[src/rtl/dir_answer_packer_if.sv]
// Handshake bundle between the direction detector, the answer packer and the manager.
// The slave modport is the packer's view; master is the surrounding logic's view.
interface dir_answer_packer_if #(
  parameter int unsigned SIZE_W = 12
);
  logic [2:0]        i_dir;
  logic              i_dir_valid;
  logic              i_dir_last;
  logic              o_dir_ready;
  logic              i_tmanager_ready;
  logic              o_tanswer_ready;
  logic [7:0]        o_tanswer_data;
  logic              o_tanswer_data_last;
  logic [SIZE_W-1:0] o_packet_size_in_bytes;
  logic [7:0]        o_packet_count;

  modport slave (
    input  i_dir, i_dir_valid, i_dir_last, i_tmanager_ready,
    output o_dir_ready, o_tanswer_ready, o_tanswer_data, o_tanswer_data_last,
    output o_packet_size_in_bytes, o_packet_count
  );

  modport master (
    output i_dir, i_dir_valid, i_dir_last, i_tmanager_ready,
    input  o_dir_ready, o_tanswer_ready, o_tanswer_data, o_tanswer_data_last,
    input  o_packet_size_in_bytes, o_packet_count
  );
endinterface

[src/rtl/dir_answer_packer.sv]
// Buffers direction codes into a FIFO, then replays them as one answer packet
// to the manager; collection and sending alternate under a two-state FSM.
module dir_answer_packer #(
  parameter int unsigned DEPTH  = 16,
  parameter int unsigned SIZE_W = 12
) (
  input logic               i_clk,
  input logic               i_rst,
  dir_answer_packer_if.slave bus
);
  localparam int unsigned AW = $clog2(DEPTH);
  localparam int unsigned CW = AW + 1;

  localparam logic ST_COLLECT = 1'b0;
  localparam logic ST_SEND    = 1'b1;

  logic              state_q, state_d;
  logic [AW-1:0]     wr_ptr_q, wr_ptr_d;
  logic [AW-1:0]     rd_ptr_q, rd_ptr_d;
  logic [CW-1:0]     count_q, count_d;
  logic              dir_ready_q, dir_ready_d;
  logic              ans_valid_q, ans_valid_d;
  logic [2:0]        ans_data_q, ans_data_d;
  logic              ans_last_q, ans_last_d;
  logic [SIZE_W-1:0] size_q, size_d;
  logic [7:0]        pkt_q, pkt_d;
  logic [2:0]        mem [DEPTH];

  logic accept, pop;

  assign accept = bus.i_dir_valid & dir_ready_q;
  assign pop    = ans_valid_q & bus.i_tmanager_ready;

  always_comb begin
    state_d     = state_q;
    wr_ptr_d    = wr_ptr_q;
    rd_ptr_d    = rd_ptr_q;
    size_d      = size_q;
    pkt_d       = pkt_q;
    ans_valid_d = ans_valid_q;
    ans_data_d  = ans_data_q;
    ans_last_d  = ans_last_q;

    // accept only happens in COLLECT and pop only in SEND, so they never overlap
    count_d = count_q + CW'(accept) - CW'(pop);
    if (accept) wr_ptr_d = wr_ptr_q + AW'(1);
    if (pop)    rd_ptr_d = rd_ptr_q + AW'(1);

    case (state_q)
      ST_COLLECT: begin
        if (accept && (bus.i_dir_last || count_d == CW'(DEPTH))) begin
          state_d = ST_SEND;
          size_d  = SIZE_W'(count_d);
        end
      end
      ST_SEND: begin
        // Output stage reloads only when empty or consumed, so it holds while stalled
        if (!ans_valid_q || pop) begin
          ans_valid_d = (count_d != '0);
          ans_last_d  = (count_d == CW'(1));
          if (count_d != '0) ans_data_d = mem[rd_ptr_d];
          if (pop && count_d == '0) begin
            state_d = ST_COLLECT;
            pkt_d   = pkt_q + 8'd1;
          end
        end
      end
      default: state_d = ST_COLLECT;
    endcase

    dir_ready_d = (state_d == ST_COLLECT) && (count_d < CW'(DEPTH));
  end

  always_ff @(posedge i_clk) begin
    if (!i_rst) begin
      state_q     <= ST_COLLECT;
      wr_ptr_q    <= '0;
      rd_ptr_q    <= '0;
      count_q     <= '0;
      dir_ready_q <= 1'b0;
      ans_valid_q <= 1'b0;
      ans_data_q  <= '0;
      ans_last_q  <= 1'b0;
      size_q      <= '0;
      pkt_q       <= '0;
    end else begin
      state_q     <= state_d;
      wr_ptr_q    <= wr_ptr_d;
      rd_ptr_q    <= rd_ptr_d;
      count_q     <= count_d;
      dir_ready_q <= dir_ready_d;
      ans_valid_q <= ans_valid_d;
      ans_data_q  <= ans_data_d;
      ans_last_q  <= ans_last_d;
      size_q      <= size_d;
      pkt_q       <= pkt_d;
    end
  end

  always_ff @(posedge i_clk) begin
    if (accept) mem[wr_ptr_q] <= bus.i_dir;
  end

  assign bus.o_dir_ready            = dir_ready_q;
  assign bus.o_tanswer_ready        = ans_valid_q;
  assign bus.o_tanswer_data         = {5'b00000, ans_data_q};
  assign bus.o_tanswer_data_last    = ans_last_q;
  assign bus.o_packet_size_in_bytes = size_q;
  assign bus.o_packet_count         = pkt_q;
endmodule
[src/flat_wrapper.sv]
// flat-port wrapper written by rule: the top's interface ports become plain ports
module dir_answer_packer_flat 
#(
  parameter int unsigned DEPTH  = 16,
  parameter int unsigned SIZE_W = 12
)
  (i_clk, i_rst, bus_i_dir, bus_i_dir_valid, bus_i_dir_last, bus_i_tmanager_ready, bus_o_dir_ready, bus_o_tanswer_ready, bus_o_tanswer_data, bus_o_tanswer_data_last, bus_o_packet_size_in_bytes, bus_o_packet_count);
  dir_answer_packer_if #(.SIZE_W(SIZE_W)) bus_i ();
  input logic i_clk;
  input logic i_rst;
  input wire logic [$bits(bus_i.i_dir)-1:0] bus_i_dir;
  input wire logic [$bits(bus_i.i_dir_valid)-1:0] bus_i_dir_valid;
  input wire logic [$bits(bus_i.i_dir_last)-1:0] bus_i_dir_last;
  input wire logic [$bits(bus_i.i_tmanager_ready)-1:0] bus_i_tmanager_ready;
  output wire logic [$bits(bus_i.o_dir_ready)-1:0] bus_o_dir_ready;
  output wire logic [$bits(bus_i.o_tanswer_ready)-1:0] bus_o_tanswer_ready;
  output wire logic [$bits(bus_i.o_tanswer_data)-1:0] bus_o_tanswer_data;
  output wire logic [$bits(bus_i.o_tanswer_data_last)-1:0] bus_o_tanswer_data_last;
  output wire logic [$bits(bus_i.o_packet_size_in_bytes)-1:0] bus_o_packet_size_in_bytes;
  output wire logic [$bits(bus_i.o_packet_count)-1:0] bus_o_packet_count;
  assign bus_i.i_dir = bus_i_dir;
  assign bus_i.i_dir_valid = bus_i_dir_valid;
  assign bus_i.i_dir_last = bus_i_dir_last;
  assign bus_i.i_tmanager_ready = bus_i_tmanager_ready;
  assign bus_o_dir_ready = bus_i.o_dir_ready;
  assign bus_o_tanswer_ready = bus_i.o_tanswer_ready;
  assign bus_o_tanswer_data = bus_i.o_tanswer_data;
  assign bus_o_tanswer_data_last = bus_i.o_tanswer_data_last;
  assign bus_o_packet_size_in_bytes = bus_i.o_packet_size_in_bytes;
  assign bus_o_packet_count = bus_i.o_packet_count;
  dir_answer_packer #(.DEPTH(DEPTH), .SIZE_W(SIZE_W)) u_core (.i_clk(i_clk), .i_rst(i_rst), .bus(bus_i));
endmodule
[config.mk]
export PLATFORM = sky130hd
export DESIGN_NAME = dir_answer_packer_flat
export DESIGN_NICKNAME = d
export VERILOG_FILES = /design/src/rtl/dir_answer_packer_if.sv /design/src/rtl/dir_answer_packer.sv /design/src/flat_wrapper.sv
export SDC_FILE = /design/constraint.sdc
export NUM_CORES = 1
export LEC_CHECK = 0
export BUFFER_PORTS_ARGS = -buffer_cell sky130_fd_sc_hd__buf_2
export CAP_MARGIN = 10
export CORE_MARGIN = 2
export CORE_UTILIZATION = 52
export DETAILED_ROUTE_END_ITERATION = 10
export GPL_TIMING_DRIVEN = 1
export PLACE_DENSITY_LB_ADDON = 0.08
export SLEW_MARGIN = 20
export SYNTH_ARGS = -nofsm -noshare
export SYNTH_HDL_FRONTEND = slang
export SYNTH_SLANG_ARGS = --single-unit
[constraint.sdc]
create_clock -name i_clk -period 7.52 [get_ports i_clk]
set_input_delay 1.128 -clock i_clk [delete_from_list [all_inputs] [get_ports i_clk]]
set_output_delay 1.128 -clock i_clk [all_outputs]
set_load 0.01 [all_outputs]
==> reports/metrics.cfg <==
[layout]
n_fill_cell=653
antennaDiodeCount=0
layoutNonFillerInstCount=478
layout.area.seq_mm2=0.00210
multi_input_area_mm2=0.00165
stdcell_area_mm2=0.00422
post-route-util=0.579
area_delta_synth_final_pct=6.77
finalNetCount=394
post_route_cells_drive_above_1_share=0.153

[worst_hold_path]
timing.hold.worst_endpoint=u_core.bus.o_packet_size_in_bytes[4]
hold_path_startpoint=u_core.bus.o_packet_size_in_bytes[4]
worstHoldPathType=flip-flop to flip-flop
number_of_cells_traversed_by_the_worst_hold_path=2

[floorplanning]
initial_core_utilization=0.542
number_of_rows_created_at_floorplan=31
die_width_um=91.2
top_level_ports=39
die_area_mm2=0.00832
die_y_um=91.2
floorplan.core_area_mm2=0.00729

[detailed_routing]
routed_wl_mm=7.97
vias_per_cell=5.69
route.detailed.wl_per_inst_um=16.7
drt-pass1-iter-count=5
drc=0
num_vias=2720
first_iter_violations=175
drt.antenna.violating_nets=0

[clock_network]
number_of_clock_buffers_inserted_by_tritoncts=9
hold_buffers=0
worstSkewPairLatency_ns=0.34
cts.sink_count=81
tritoncts=yes
setup_repair_bufs_after_cts=0
h-tree-depth=3
clock_path_buffers=2
clk_pin_slew_worst_paths_ns=0.08
cts-resized-gates=0
cts_root_buf=clkbuf_8

[worst_setup_path]
worst_path_max_delay_cell=fa_1
r2r_slack_ns=4.05
setup.worst_path.class=primary input to flip-flop
cp_launch_type=primary input
timing.critical_path.required_ns=7.75
cp_max_fo=16
critical_path.endpoint_type=flip-flop
critical_path.reg2reg.startpoint=u_core.bus.o_tanswer_ready
slowest_delay_ns=0.41
critical_path.cell_chain=buf_2, nand2_1, inv_1, ha_1, inv_1, ha_1, fa_1, xor2_1, nor4b_1, mux2_4, a21oi_2, nor3b_1, nor3_1
crit_arrival_ns=4.08
ff2ff_path_depth=12
crit-reg2reg-capture=u_core.ans_data_q[0]

[placement]
detailedPlacementHpwl_mm=5.60
placed_area_mm2=0.00407
gp_congestion=0.830
dp_slack_ns=3.29
post-place-cells=462
placement.io_buffers=26

[timing]
achievable_frequency_ghz=0.260
max_slew.worst_pin.slew_ns=0.727
finalWorstSetupSlack_ns=3.67
finalSetupTns_ns=0
min_period_over_period=0.512
report.final.slew_viol_count=0
finClkSkew_ns=0.0137
post-route-min-period_ns=3.85
hold_viol_final=0
max_slew_margin=0.515
final.hold.worst_slack_ns=0.457
setup_repair_after_global_routing_missed_its_margin=no
setup-violations-final=0

[yosys]
synth_enable_flop_cells=48
synthArstFlopShare=0
synth_area_mm2=0.00396
synth_top_cell_area_share=0.364
synth.yosys.seq_area_share=0.531
ys.warnings.count=0
synth.distinct_cells=69
syn-instance-count=354
post_synth_main_area_contributors=edfxtp_1 36%, dfxtp_1 17%, ha_1 3.5%
postSynthRegisterBits=81
primary_flip_flop_cell_chosen_by_synthesis_mapping=edfxtp_1
synth_top_cell_by_area=edfxtp_1
average_size_of_a_mapped_cell_um2=11.2

[global_routing]
grt_start_max_net_pins=22
global_route_wire_length_before_repair_mm=13.0
grt-ovfl-total=0
groute.usage.overall=0.203
antenna_violations_before_repair=0
first_global_vias=2540

[pwr]
powerDensity_mw_per_mm2=274
power_mw=1.16
pwr-share-clk=0.228
power.leakage_nw=1.53
comb_power_share=0.323
net-switching-power_uw=394
power_report.internal_total_uw=763
sw_frac_of_total=0.340
max-vdd-ir-drop_mv=0.211
seq_power_share=0.449

[run_status]
status=finished clean

[flow_run]
cap_violations=0

==> synthesized netlist by cell type, types with 2 or more instances <==
library cell and count:
nand4_1 6, nor4_1 4, a31oi_1 2, nand2_1 31, a21oi_1 13, nor3b_1 3, a211oi_1 14, dfxtp_1 33
inv_1 16, a221oi_1 3, nand2b_1 4, mux2_2 4, clkbuf_1 6, mux2i_1 7, buf_2 6, edfxtp_1 48
xnor2_1 6, a2111oi_1 2, buf_4 12, o211ai_1 2, o22ai_1 2, nor2_1 25, a21oi_4 2, nand3_1 6
ha_1 11, o32a_1 2, buf_6 2, or3_1 9, o21ai_0 10, xor2_1 3, and3_1 16, a21o_1 2
nor3_1 6
==> how the worst max path moves through the flow <==
stage	start	end	slack, ns	cells past startpoint
after CTS	bus_i_tmanager_ready	u_core.bus.o_packet_size_in_bytes[2]	3.67	13
after global routing	bus_i_tmanager_ready	u_core.bus.o_packet_size_in_bytes[2]	3.36	13
after floorplan	bus_i_tmanager_ready	u_core.bus.o_packet_count[7]	3.60	14
after global placement	bus_i_tmanager_ready	u_core.bus.o_packet_count[7]	3.42	13
after detailed placement	bus_i_tmanager_ready	u_core.bus.o_packet_size_in_bytes[2]	3.29	13
final	bus_i_tmanager_ready	u_core.ans_data_q[0]	3.67	13
==> power by group through the flow <==
| stage | Clock, mW | Sequential (mW) | Combinational [mW] |
|---|---|---|---|
| final | 0.264 | 0.519 | 0.374 |
| after floorplan | 0 | 0.526 | 0.311 |
| after global placement | 0 | 0.528 | 0.373 |
| after detailed placement | 0 | 0.529 | 0.375 |
| after global routing | 0.290 | 0.523 | 0.416 |
| after CTS | 0.272 | 0.518 | 0.377 |
==> cells in the final DEF (no fill, tap or decap), types with 9 or more instances in the layout <==
| master | instances |
|---|---|
| clkbuf_8 | 9 |
| or3_1 | 9 |
| o21ai_0 | 10 |
| ha_1 | 11 |
| and3_1 | 16 |
| dfxtp_1 | 33 |
| a21oi_1 | 13 |
| nand2_1 | 31 |
| inv_1 | 16 |
| nor2_1 | 25 |
| edfxtp_1 | 48 |
| buf_2 | 26 |
| a211oi_1 | 14 |
| conb_1 | 12 |
==> registers in the layout (all words and copies together) (netlist names) <==
| name | cells |
|---|---|
| u_core.bus.o_dir_ready | 1 |
| u_core.bus.o_tanswer_data_last | 1 |
| u_core.state_q | 1 |
| u_core.count_q | 5 |
| u_core.wr_ptr_q | 4 |
| u_core.ans_data_q | 3 |
| u_core.bus.o_packet_count | 8 |
| u_core.rd_ptr_q | 4 |
| u_core.mem | 48 |
| u_core.bus.o_tanswer_ready | 1 |
| u_core.bus.o_packet_size_in_bytes | 5 |
==> logic make-up after synthesis <==
logic type                 synth area share
and+or+nand+nor                       0.160
DFF                                   0.531
AOI/OAI and AO/OA                     0.136
buffers and inverters                0.0630
adders and majority gates            0.0399
xor gates and xnor gates             0.0351
muxes                                0.0329
other                              0.000948
==> worst max-delay path, delay by kind of cell <==
kind	cells	cell delay, ns
buffers and inverters	3	0.59
AND/OR/NAND/NOR	4	0.53
multiplexers	1	0.34
adder cells (fa/ha/maj)	3	0.81
AO/OA/AOI/OAI	1	0.37
XOR/XNOR	1	0.31
==> per-layer routing <==
metal,GRT usage,up-vias,share of wire
met2,0.304,88,0.45
met1,0.297,1302,0.47
met4,0.0720,0,0.014
met3,0.0365,13,0.061
li1,-,1317,-
met5,0,-,0
==> area by class of cell <==
type | instances | area share
flip-flops and latches | 81 | 0.498
multi-input cells | 239 | 0.390
clock buffers | 12 | 0.0320
repair buffers | 26 | 0.0308
well taps | 99 | 0.0293
inverters | 17 | 0.0151
clock inverters | 4 | 0.00533
No activity file was read; power rests on OpenSTA's default activity.
